==> src/rtl/fetch_unit.sv <==
// rtl/fetch_unit.sv - instruction fetch stage: PC, ROM addressing and in-order fetch queue to decode
module fetch_unit #(
    parameter int          QUEUE_DEPTH = 4,
    parameter logic [31:0] RESET_PC    = 32'h0000_0000
) (
    input  logic        clk,
    input  logic        rst,
    output logic [7:0]  rom_addr,
    input  logic [31:0] rom_data,
    output logic        out_valid,
    input  logic        out_ready,
    output logic [31:0] out_instr,
    output logic [31:0] out_pc,
    input  logic        redirect_valid,
    input  logic [31:0] redirect_pc,
    output logic        fetch_done
);

    localparam int         PW      = (QUEUE_DEPTH > 1) ? $clog2(QUEUE_DEPTH) : 1;
    localparam logic [PW:0] DEPTH_C = QUEUE_DEPTH[PW:0];

    logic [31:0]   r_pc;
    logic [31:0]   r_q_pc    [QUEUE_DEPTH];
    logic [31:0]   r_q_instr [QUEUE_DEPTH];
    logic [PW-1:0] r_head;
    logic [PW-1:0] r_tail;
    logic [PW:0]   r_count;
    logic          r_halted;

    logic          w_pop;
    logic          w_fetch;
    logic          w_push;
    logic          w_end_word;
    logic [1:0]    w_unused_bits;

    // Low bits of the redirect target are dropped; the PC is always word aligned.
    assign w_unused_bits = redirect_pc[1:0];

    assign rom_addr   = r_pc[9:2];
    assign out_valid  = (r_count != '0);
    assign fetch_done = r_halted;
    assign out_instr  = out_valid ? r_q_instr[r_head] : 32'h0;
    assign out_pc     = out_valid ? r_q_pc[r_head]    : 32'h0;

    assign w_pop      = out_valid && out_ready;
    // A slot is available if the queue has room or the head leaves this cycle.
    assign w_fetch    = !r_halted && !redirect_valid && ((r_count < DEPTH_C) || w_pop);
    assign w_end_word = (rom_data == 32'h0);
    assign w_push     = w_fetch && !w_end_word;

    always_ff @(posedge clk) begin
        if (rst) begin
            r_pc     <= RESET_PC;
            r_head   <= '0;
            r_tail   <= '0;
            r_count  <= '0;
            r_halted <= 1'b0;
        end else if (redirect_valid) begin
            r_pc     <= {redirect_pc[31:2], 2'b00};
            r_head   <= '0;
            r_tail   <= '0;
            r_count  <= '0;
            r_halted <= 1'b0;
        end else begin
            if (w_push) begin
                r_q_pc[r_tail]    <= r_pc;
                r_q_instr[r_tail] <= rom_data;
                r_tail            <= r_tail + 1'b1;
                r_pc              <= r_pc + 32'd4;
            end
            if (w_fetch && w_end_word) begin
                r_halted <= 1'b1;
            end
            if (w_pop) begin
                r_head <= r_head + 1'b1;
            end
            case ({w_push, w_pop})
                2'b10:   r_count <= r_count + 1'b1;
                2'b01:   r_count <= r_count - 1'b1;
                default: r_count <= r_count;
            endcase
        end
    end

endmodule

==> config.mk <==
export PLATFORM = sky130hd
export DESIGN_NAME = fetch_unit
export DESIGN_NICKNAME = d
export VERILOG_FILES = /design/src/rtl/fetch_unit.sv
export SDC_FILE = /design/constraint.sdc
export NUM_CORES = 1
export LEC_CHECK = 0
export CORE_ASPECT_RATIO = 1.5
export CORE_MARGIN = 2
export CORE_UTILIZATION = 56
export DETAILED_ROUTE_END_ITERATION = 10
export PLACE_DENSITY = 0.85
export SLEW_MARGIN = 20
export SYNTH_ARGS = -nofsm -noshare
export SYNTH_HDL_FRONTEND = slang
export SYNTH_SLANG_ARGS = --single-unit
==> constraint.sdc <==
create_clock -name clk -period 8.4 [get_ports clk]
set_clock_uncertainty 0.15 [all_clocks]
set_input_delay 1.26 -clock clk [delete_from_list [all_inputs] [get_ports clk]]
set_output_delay 1.26 -clock clk [all_outputs]
set_load 0.02 [all_outputs]
### After elaboration in Yosys (flattened, before gate mapping)

Memory sizes are Yosys's and may differ from the RTL's. A register that Yosys moved wholly into a read port is not among the register bits.
Index checks and enable logic that the tools add are counted.

| storage, ports and cells | value |
|---|---|
| register bits after elaboration | 40 |
| latch bits | 0 |
| memory bits (writable) | 256 |
| memory bits (read-only) | 0 |
| input port bits | 68 |
| output and inout port bits | 74 |
| word-level logic and storage cells | 43 |
| memories | 2 |

| cells by class | value |
|---|---|
| add/sub/neg operators | 5 |
| $mul | 0 |
| div/mod/pow operators | 0 |
| order comparisons | 1 |
| eq/ne operators | 2 |
| shifts and indexed selects | 0 |
| muxes and demuxes | 13 |
| bitwise operators | 0 |
| reduce and logical (&&, ||, !) cells | 14 |

Memories:

| name | depth | width | rd ports | clocked after memory_dff | wr ports | line | text |
|---|---|---|---|---|---|---|---|
| r_q_instr | 4 | 32 | 1 | 1 | 1 | 24 | `logic [31:0] r_q_instr [QUEUE_DEPTH];` |
| r_q_pc | 4 | 32 | 1 | 1 | 1 | 23 | `logic [31:0] r_q_pc [QUEUE_DEPTH];` |

Operators with widths:

| kind | count |
|---|---|
| 2-to-1 mux 32 bit | 4 |
| adder 32 x 3 -> 32 bit, second input constant | 1 |
| logical NOT 32 bit | 1 |
| 2-to-1 mux 2 bit | 4 |
| one-hot mux 3 bit (2 select lines) | 1 |
| logical AND 1 bit | 5 |
| adder 2 x 1 -> 2 bit, second input constant | 2 |
| 2-to-1 mux 1 bit | 4 |
| nonzero test 2 bit | 2 |
| adder 3 x 1 -> 3 bit, second input constant | 1 |
| logical NOT 1 bit | 3 |
| less-than comparator 3 bit, second input constant | 1 |
| nonzero test 3 bit | 1 |
| subtractor 3 x 1 -> 3 bit, second input constant | 1 |
| equality test 2 x 1 -> 1 bit, second input constant | 1 |
| equality test 2 bit, second input constant | 1 |
| OR reduction 2 bit | 1 |
| logical OR 1 bit | 1 |

### Logic depth before layout (Yosys ltp)

Gate-level depths: netlist (run 1).

| logic depth | value |
|---|---|
| word-level depth | 9 |
| depth in mapped cells | 13 |
| gate-level depth less buffers | 10 |

### Worst setup path before layout (run 1)

Ideal clock, no wire load.

| timing path | value |
|---|---|
| path kind | input to register |
| from | input out_ready |
| to | memory r_q_instr[3][0], enable pin |
| library setup time | 0.571 ns |
| arrival time | 6.629 ns |
| required time | 7.679 ns |
| slack | 1.049 ns |
| stages | 6 |
| buffers on the path | 2 |
| cells stage by stage | nor2b_1 > nor3_1 > nand2_4 > buf_6 > buf_6 > nor3b_1 |

| between the ends | value |
|---|---|
| longest elaborated chain between the ends | 8 |

RTL lines:

| item | line | text |
|---|---|---|
| start, declared | 11 | `input logic out_ready,` |
| logical AND 1 bit | 45 | `assign w_pop = out_valid && out_ready;` |
| logical OR 1 bit | 47 | `assign w_fetch = !r_halted && !redirect_valid && ((r_count < DEPTH_C) \|\| w_pop);` |
| logical AND 1 bit | 47 |  |
| logical AND 1 bit | 49 | `assign w_push = w_fetch && !w_end_word;` |
| 2-to-1 mux 1 bit | 65 | `if (w_push) begin` |
| 2-to-1 mux 1 bit | 58 | `end else if (redirect_valid) begin` |
| 2-to-1 mux 1 bit | 52 | `if (rst) begin` |
| 2-to-1 mux 1 bit (not written as such) | 67 | `r_q_instr[r_tail] <= rom_data;` |
| end, declared | 24 |  |

No other way between the ends.

==> flow_summary.ini, run 1 <==
[route]
drt_first_iter_violations = 478
routed_via_density = 6.02
dr.pass1.iters = 4
total_drc_errors_in_the_routed_layout = 0
drt-total-wl_um = 23700
routed-via-count = 6642
antenna_violating_nets_remaining = 0
detail_route.wl_per_cell_um = 21.5

[power_and_ir_drop]
total_leakage_power_nw = 4.43
vdd.ir_drop.worst_mv = 0.134
power_total_mw = 3.01
cellPowerDensity_nw_per_um2 = 213

[global_routing]
grt_first_pass_wirelength_um = 37400
grt.overflow.total = 0
antenna_found_initial = 0
grt_max_degree = 65
first_global_vias = 6941
gr-usage-all-layers_pct = 21.8

[synth]
postSynthRegisterBits = 288
async_reset_ff_share_pct = 0
netlist_instances = 693
synthesis.area_um2 = 11700
synth_seq_area_share_pct = 70.5
synth-main-ff-cell = sky130_fd_sc_hd__edfxtp_1
average_cell_area_after_synthesis_um2 = 16.9
yosys_warnings = 0
yosysUniqueCellTypes = 43
synth_enable_flop_cells = 248

[clock_network]
cts.htree.levels = 1
cts.root.buffer_cell = sky130_fd_sc_hd__clkbuf_16
cts.hold.buffers_added = 0
post_cts_buffers = 0
post_cts.resized_instances = 0
max_buffers_root_to_sink = 3
clkSlewWorstSetupHoldPaths_ps = 70
numCtsBuffers = 24
tritoncts = done
insertion_delay_ps = 510
clock_sink_count = 288

[die]
chipWidth_um = 122
fp.coreArea_um2 = 20400
dieArea_um2 = 22100
pin_count = 142
fp-row-count = 64
start_util_pct = 57.3
die_y_um = 181

[critical_path]
crit_slowest_cell = sky130_fd_sc_hd__buf_4
critical_path.endpoint_type = primary output
setup.worst_path.class = flop to primary output
max_stage_delay_ps = 780
cp_data_arrival_time_ps = 3270
critPathBufInv = 2
worst_setup_path_start_kind = flop
required_ps = 6990
critical_path_peak_fanout = 46
timing.reg2reg.setup_slack_ps = 5360
cp_top_family = buffers and inverters
crit_chain = buf_4 -> mux4_2 -> and2_1 -> clkdlybuf4s50_1

[sta]
timing_max_transition_violations_final = 0
rsz0062_at_grt = false
hold_viol_final = 0
normalized_max_slew_margin_pct = 29.3
transition_time_at_the_pin_with_the_least_slew_margin_ps = 1060
timing.setup.tns_ps = 0
final_min_period_over_clock_period_pct = 55.7
fmax_mhz = 214
setup_violations = 0
min_period_ps = 4680

[finish]
layout_commonest_cell = sky130_fd_sc_hd__edfxtp_1
proportion_of_layout_cells_with_a_drive_suffix_above_1_pct = 14.9
final_cell_mix = sky130_fd_sc_hd__edfxtp_1 (248), sky130_fd_sc_hd__clkdlybuf4s50_1 (137), sky130_fd_sc_hd__and2_1 (65), sky130_fd_sc_hd__mux4_2 (62), sky130_fd_sc_hd__dfxtp_1 (38)
num-nets-final = 897
area_growth_syn_to_layout_pct = 20.7
antenna_diodes = 0

[place]
dp_hpwl_um = 15000
port_buffers = 137
place.gp.congestion = 0.937

[outcome]
run_status = completed

[job]
maxCapViolCount = 0

[hold_path]
timing.hold.worst.class = flop to flop
cells by family after synthesis:
logic type | synth area share, %
XOR/XNOR | 1.35
adder cells (fa/ha/maj) | 0.813
multiplexers | 12.0
other | 0.0321
flip-flops | 70.5
AO/OA/AOI/OAI | 3.09
AND/OR/NAND/NOR | 9.86
buffers and inverters | 2.30
worst min-delay path, cell delays in order (launching register included):
cell,delay (ps)
sky130_fd_sc_hd__dfxtp_1,340
sky130_fd_sc_hd__nand2_1,60
sky130_fd_sc_hd__a21oi_1,50
per-stage QoR:
| stage | util, % | area, um^2 | worst slack, ps | hold WS, ps | instances |
|---|---|---|---|---|---|
| floorplan | - | 11700 | 1050 | 319 | 694 |
| global placement | 65.0 | 13300 | 3540 | 334 | 1060 |
| detailed placement | 65.0 | 13300 | 3370 | 351 | 1060 |
| CTS | 69.2 | 14100 | 3620 | 361 | 1104 |
| global route | 69.2 | 14100 | 3480 | 374 | 1104 |
| finish | 69.2 | 14100 | 3720 | 351 | 1104 |
cell usage after synthesis, types with 3 or more instances:
| cell | instances | area, um^2 |
|---|---|---|
| sky130_fd_sc_hd__a211oi_1 | 15 | 113 |
| sky130_fd_sc_hd__a21oi_1 | 6 | 30.0 |
| sky130_fd_sc_hd__a31oi_1 | 13 | 81.3 |
| sky130_fd_sc_hd__and2_1 | 65 | 407 |
| sky130_fd_sc_hd__buf_2 | 8 | 40.0 |
| sky130_fd_sc_hd__buf_4 | 10 | 75.1 |
| sky130_fd_sc_hd__clkbuf_1 | 26 | 97.6 |
| sky130_fd_sc_hd__dfxtp_1 | 40 | 801 |
| sky130_fd_sc_hd__edfxtp_1 | 248 | 7450 |
| sky130_fd_sc_hd__ha_1 | 6 | 75.1 |
| sky130_fd_sc_hd__inv_1 | 7 | 26.3 |
| sky130_fd_sc_hd__mux4_2 | 62 | 1400 |
| sky130_fd_sc_hd__nand2_1 | 31 | 116 |
| sky130_fd_sc_hd__nand3_1 | 15 | 75.1 |
| sky130_fd_sc_hd__nand4_1 | 10 | 62.6 |
| sky130_fd_sc_hd__nor2_1 | 32 | 120 |
| sky130_fd_sc_hd__nor3_1 | 10 | 50.1 |
| sky130_fd_sc_hd__nor3b_1 | 4 | 30.0 |
| sky130_fd_sc_hd__nor4_1 | 14 | 87.6 |
| sky130_fd_sc_hd__o211ai_1 | 5 | 37.5 |
| sky130_fd_sc_hd__o21ai_0 | 3 | 15.0 |
| sky130_fd_sc_hd__o311ai_0 | 5 | 43.8 |
| sky130_fd_sc_hd__or2_2 | 3 | 18.8 |
| sky130_fd_sc_hd__or3_1 | 12 | 75.1 |
| sky130_fd_sc_hd__or4_1 | 4 | 30.0 |
| sky130_fd_sc_hd__xnor2_1 | 12 | 105 |
| sky130_fd_sc_hd__xor2_1 | 6 | 52.6 |
layout make-up:
cell class / instances / area, um^2
Sequential cell: 288 / 8250
Fill cell: 1314 / 6300
Multi-Input combinational cell: 351 / 3200
Timing Repair Buffer: 149 / 1460
Clock buffer: 37 / 708
Tap cell: 264 / 330
Clock inverter: 7 / 135
Inverter: 8 / 30.0
power breakdown:
| group | switching [mW] | internal (mW) |
|---|---|---|
| sequential | 0.0292 | 1.59 |
| clock | 0.468 | 0.705 |
| combinational | 0.109 | 0.108 |
| total | 0.606 | 2.40 |
registers in the layout (all words and copies together), names as in the netlist, named ones only:
| register | count |
|---|---|
| r_q_instr | 128 |
| r_count | 3 |
| r_head | 2 |
| r_tail | 2 |
| r_q_pc | 120 |
| fetch_done | 1 |
| r_pc | 30 |
layer usage:
| layer | part of all wire, % | routed length, um | vias to the layer above | global-route usage (%) |
|---|---|---|---|---|
| met2 | 53 | 12700 | 276 | 38.7 |
| met1 | 39 | 9150 | 3357 | 28.1 |
| met5 | 0 | 0 | - | 0 |
| met4 | 2.2 | 512 | 0 | 6.53 |
| li1 | - | - | 2969 | - |
| met3 | 5.8 | 1380 | 40 | 2.78 |
path summary, 6_finish.rpt:
check,from,endpoint,cells after the start
worst max-delay path,flop,out_pc[21],4
worst min-delay path,r_tail[1]$_SDFFE_PP0P_,r_tail[1]$_SDFFE_PP0P_,2
worst max register to register,r_count[2]$_SDFFE_PP0P_,r_count[2]$_SDFFE_PP0P_,8
worst min register to register,r_tail[1]$_SDFFE_PP0P_,r_tail[1]$_SDFFE_PP0P_,2
Note: power is estimated with default switching activity, not from simulation.
==> run 2, diff against run 1 <==
Settings changed: CORE_UTILIZATION 56 to 50, PLACE_DENSITY 0.85 to 0.81.
Clock period 8.4 ns to 4.3 ns, I/O delays scaled along.
==> flow_summary.ini, run 2 (same netlist as run 1, synthesis figures left out) <==
[die]
pin_count = 142
chipWidth_um = 129
start_util_pct = 50.9
dieArea_um2 = 24700
fp-row-count = 68
fp.coreArea_um2 = 23000
die_y_um = 191

[sta]
rsz0062_at_grt = false
fmax_mhz = 272
hold_viol_final = 0
setup_violations = 0
min_period_ps = 3680
transition_time_at_the_pin_with_the_least_slew_margin_ps = 732
final_min_period_over_clock_period_pct = 85.6
timing_max_transition_violations_final = 0
hold-worst-slack_ps = 364
final.setup.worst_slack_ps = 618
normalized_max_slew_margin_pct = 51.2

[clock_network]
insertion_delay_ps = 520
clkSlewWorstSetupHoldPaths_ps = 70
clock_sink_count = 288
numCtsBuffers = 26
post_cts.resized_instances = 0
cts.htree.levels = 1
tritoncts = done
cts.root.buffer_cell = sky130_fd_sc_hd__clkbuf_16
max_buffers_root_to_sink = 3
post_cts_buffers = 0
cts.hold.buffers_added = 0

[critical_path]
cp_data_arrival_time_ps = 2890
critical_path.endpoint_type = primary output
timing.rr.end = r_pc[31]$_SDFFE_PP0P_
worst_setup_path_start_kind = flop
regToRegStartpoint = r_pc[5]$_SDFFE_PP0P_
setup.worst_path.class = flop to primary output
critical_path_peak_fanout = 24
timing.reg2reg.setup_slack_ps = 1570
required_ps = 3500
r2r_cells = 6

[place]
place.gp.congestion = 0.898
port_buffers = 137
dp_slack_ps = 394
dp_hpwl_um = 14800

[power_and_ir_drop]
cellPowerDensity_nw_per_um2 = 410
total_leakage_power_nw = 4.47
vdd.ir_drop.worst_mv = 0.278
power_total_mw = 5.84

[global_routing]
grt_max_degree = 65
gr-usage-all-layers_pct = 19.6
first_global_vias = 6655
antenna_found_initial = 0
grt.overflow.total = 0
grt_first_pass_wirelength_um = 36900

[route]
dr.pass1.iters = 5
drt_first_iter_violations = 602
detail_route.wl_per_cell_um = 21.0
routed-via-count = 6517
drt-total-wl_um = 23800
total_drc_errors_in_the_routed_layout = 0
routed_via_density = 5.77
antenna_violating_nets_remaining = 0

[finish]
reg_top3 = r_q_instr: 128 flops, r_q_pc: 120 flops, r_pc: 30 flops
final_cell_mix = sky130_fd_sc_hd__edfxtp_1 (248), sky130_fd_sc_hd__clkdlybuf4s50_1 (137), sky130_fd_sc_hd__and2_1 (65), sky130_fd_sc_hd__mux4_2 (62), sky130_fd_sc_hd__dfxtp_1 (38)
top_register = r_q_instr
area_growth_syn_to_layout_pct = 21.7
layout_commonest_cell = sky130_fd_sc_hd__edfxtp_1
proportion_of_layout_cells_with_a_drive_suffix_above_1_pct = 15.8
antenna_diodes = 0
finish.utilization_pct = 62.0
largest_register_ffs = 128
num-nets-final = 905

[job]
maxCapViolCount = 0

[outcome]
run_status = completed

[hold_path]
timing.hold.worst_path_depth = 2
holdCritStartpoint = r_tail[1]$_SDFFE_PP0P_
hold-path-endpoint = r_tail[1]$_SDFFE_PP0P_
timing.hold.worst.class = flop to flop
run 2: changes by cell type in the layout (fill, tap and decap cells not counted), sizes merged:
cell / delta
clkinvlp: +2
clkinv: +7
bufinv: -2
clkbuf: -4
buf: +6
inv: +1
run 2: area by class of cell:
type	instances	area (um^2)
Clock inverter	15	143
Inverter	8	30.0
Clock buffer	33	698
Multi-Input combinational cell	351	3230
Sequential cell	288	8250
Timing Repair Buffer	155	1530
Tap cell	280	350
Fill cell	1637	8730
run 2: worst max-delay path: stages, from the launching register on:
cell and delay [ps]:
sky130_fd_sc_hd__dfxtp_4 690, sky130_fd_sc_hd__buf_4 400, sky130_fd_sc_hd__mux4_2 550, sky130_fd_sc_hd__and2_1 170
sky130_fd_sc_hd__clkdlybuf4s50_1 550
run 2: how the worst max path moves through the flow:
stage                                      to  slack, ps
global route                       out_pc[10]        420
CTS                              out_instr[9]        540
floorplan           r_q_instr[1][0]$_DFFE_PP_       -250
global placement      r_count[2]$_SDFFE_PP0P_        350
finish                           out_instr[3]        620
detailed placement    r_count[2]$_SDFFE_PP0P_        390
run 2: metal layers:
layer	up-vias	GRT usage (%)	share of wire, %
met4	0	6.86	2.7
li1	2994	-	-
met5	-	0	0
met2	197	34.3	53
met1	3285	25.0	40
met3	41	2.63	4.4
run 2: power by group:
group          internal, mW  switching (mW)  leakage [nW]
combinational         0.216           0.216          1.46
sequential             3.10          0.0558          2.61
clock                  1.28           0.975         0.408
total                  4.60            1.25          4.47
run 2: metrics by stage:
stage / cells / instance area, um^2 / TNS (ps)
after floorplan: 694 / 11700 / -60850
after global placement: 1082 / 13400 / 0
after detailed placement: 1082 / 13400 / 0
after CTS: 1130 / 14200 / 0
after global routing: 1130 / 14200 / 0
final: 1130 / 14200 / 0
==> run 3, diff against run 2 <==
Settings changed: CORE_ASPECT_RATIO 1.5 to not set, GPL_ROUTABILITY_DRIVEN set to 0.
==> flow_summary.ini, run 3 (same netlist as run 1, synthesis figures left out) <==
[finish]
area_growth_syn_to_layout_pct = 22.8
reg_top3 = r_q_instr: 128 flops, r_q_pc: 120 flops, r_pc: 30 flops
largest_register_ffs = 128
top_register = r_q_instr
final_cell_mix = sky130_fd_sc_hd__edfxtp_1 (248), sky130_fd_sc_hd__clkdlybuf4s50_1 (137), sky130_fd_sc_hd__and2_1 (65), sky130_fd_sc_hd__mux4_2 (62), sky130_fd_sc_hd__dfxtp_1 (38)
finish.instance_area_um2 = 14400
ff_latch_area_um2 = 8250
antenna_diodes = 0
proportion_of_layout_cells_with_a_drive_suffix_above_1_pct = 15.6
num-nets-final = 910
layout_commonest_cell = sky130_fd_sc_hd__edfxtp_1
finish.utilization_pct = 63.1
fillers = 1623
area_of_the_multi_input_gates_um2 = 3230

[critical_path]
worst_setup_path_start_kind = flop
cp_data_arrival_time_ps = 2870
setup.worst_path.class = flop to primary output
required_ps = 3500
critical_path_peak_fanout = 47
critical_path.endpoint_type = primary output

[die]
fp.coreArea_um2 = 22800
chipWidth_um = 157
pin_count = 142
die_y_um = 157
fp-row-count = 55
dieArea_um2 = 24600
start_util_pct = 51.3

[clock_network]
tritoncts = done
clock_sink_count = 288
clkSlewWorstSetupHoldPaths_ps = 60
insertion_delay_ps = 530
post_cts.resized_instances = 0
cts.root.buffer_cell = sky130_fd_sc_hd__clkbuf_16
cts.htree.levels = 1
numCtsBuffers = 29
post_cts_buffers = 0
max_buffers_root_to_sink = 3
cts.hold.buffers_added = 0

[global_routing]
grt_met1_use_pct = 28.4
grt_first_pass_wirelength_um = 37500
gr-usage-all-layers_pct = 20.1
grtUsageMet3_pct = 2.86
antenna_found_initial = 0
first_global_vias = 6640
grt-busiest-layer = met2
grt.overflow.total = 0
grt_use_met2_pct = 33.2
grt_max_degree = 48

[sta]
normalized_max_slew_margin_pct = 35.0
setup_violations = 0
timing_max_transition_violations_final = 0
min_period_ps = 3660
rsz0062_at_grt = false
final_min_period_over_clock_period_pct = 85.1
transition_time_at_the_pin_with_the_least_slew_margin_ps = 975
timing.setup.tns_ps = 0
fmax_mhz = 273
hold_viol_final = 0
final.setup.worst_slack_ps = 639

[power_and_ir_drop]
total_leakage_power_nw = 4.53
power_switching_mw = 1.24
vdd.ir_drop.worst_mv = 0.249
cellPowerDensity_nw_per_um2 = 419
share_seq_of_total_power_pct = 52.4
combinational_cell_fraction_of_total_power_pct = 7.2
power.clock.fraction_pct = 40.3
power_total_mw = 6.02
power.internal_mw = 4.78
power_switching_share_pct = 20.6

[place]
dp_hpwl_um = 15500
place_area_um2 = 13500
port_buffers = 137
dp_slack_ps = 263

[route]
detail_route.wl_per_cell_um = 21.1
total_drc_errors_in_the_routed_layout = 0
antenna_violating_nets_remaining = 0
dr.pass1.iters = 4
drt_first_iter_violations = 451
drt-total-wl_um = 24700
routed_via_density = 5.68
routed-via-count = 6633

[hold_path]
timing.hold.worst.class = flop to flop

[job]
maxCapViolCount = 0

[outcome]
run_status = completed
run 3: metrics by stage:
step           instances  hold slack [ps]
3_5_place_dp        1117              336
5_1_grt             1168              379
6_report            1168              346
2_1_floorplan        694              319
4_1_cts             1168              345
3_3_place_gp        1117              337
run 3: path summary, 6_finish.rpt:
| kind | from | to | slack, ps | depth (start not counted) |
|---|---|---|---|---|
| min | r_tail[1]$_SDFFE_PP0P_ | r_tail[1]$_SDFFE_PP0P_ | 350 | 2 |
| min reg2reg | r_tail[1]$_SDFFE_PP0P_ | r_tail[1]$_SDFFE_PP0P_ | 350 | 2 |
| max reg2reg | r_count[2]$_SDFFE_PP0P_ | r_count[2]$_SDFFE_PP0P_ | 1340 | 8 |
| max | r_count[2]$_SDFFE_PP0P_ | out_instr[10] | 640 | 4 |
run 3: final cells by class:
class	instances	area share, %
clock buffers	35	5.21
clock inverters	16	1.18
inverters	8	0.209
multi-input cells	351	22.5
flip-flops and latches	288	57.4
well taps	313	2.73
repair buffers	157	10.8
run 3: power by group through the flow:
| stage | clock network (mW) | logic (mW) | registers (mW) |
|---|---|---|---|
| floorplan | 0 | 0.234 | 3.20 |
| global placement | 0 | 0.432 | 3.21 |
| detailed placement | 0 | 0.439 | 3.22 |
| CTS | 2.48 | 0.442 | 3.16 |
| global route | 2.59 | 0.467 | 3.17 |
| finish | 2.43 | 0.437 | 3.16 |
run 3: per-layer routing:
| metal | wire, um | up-vias |
|---|---|---|
| met1 | 10500 | 3338 |
| li1 | - | 2997 |
| met4 | 516 | 0 |
| met5 | 0 | - |
| met3 | 1580 | 41 |
| met2 | 12100 | 257 |
run 3: worst max-delay path, stage by stage (launching register included):
cell	delay, ps
sky130_fd_sc_hd__dfxtp_1	340
sky130_fd_sc_hd__or3_2	930
sky130_fd_sc_hd__buf_4	370
sky130_fd_sc_hd__and2_1	150
sky130_fd_sc_hd__clkdlybuf4s50_1	540
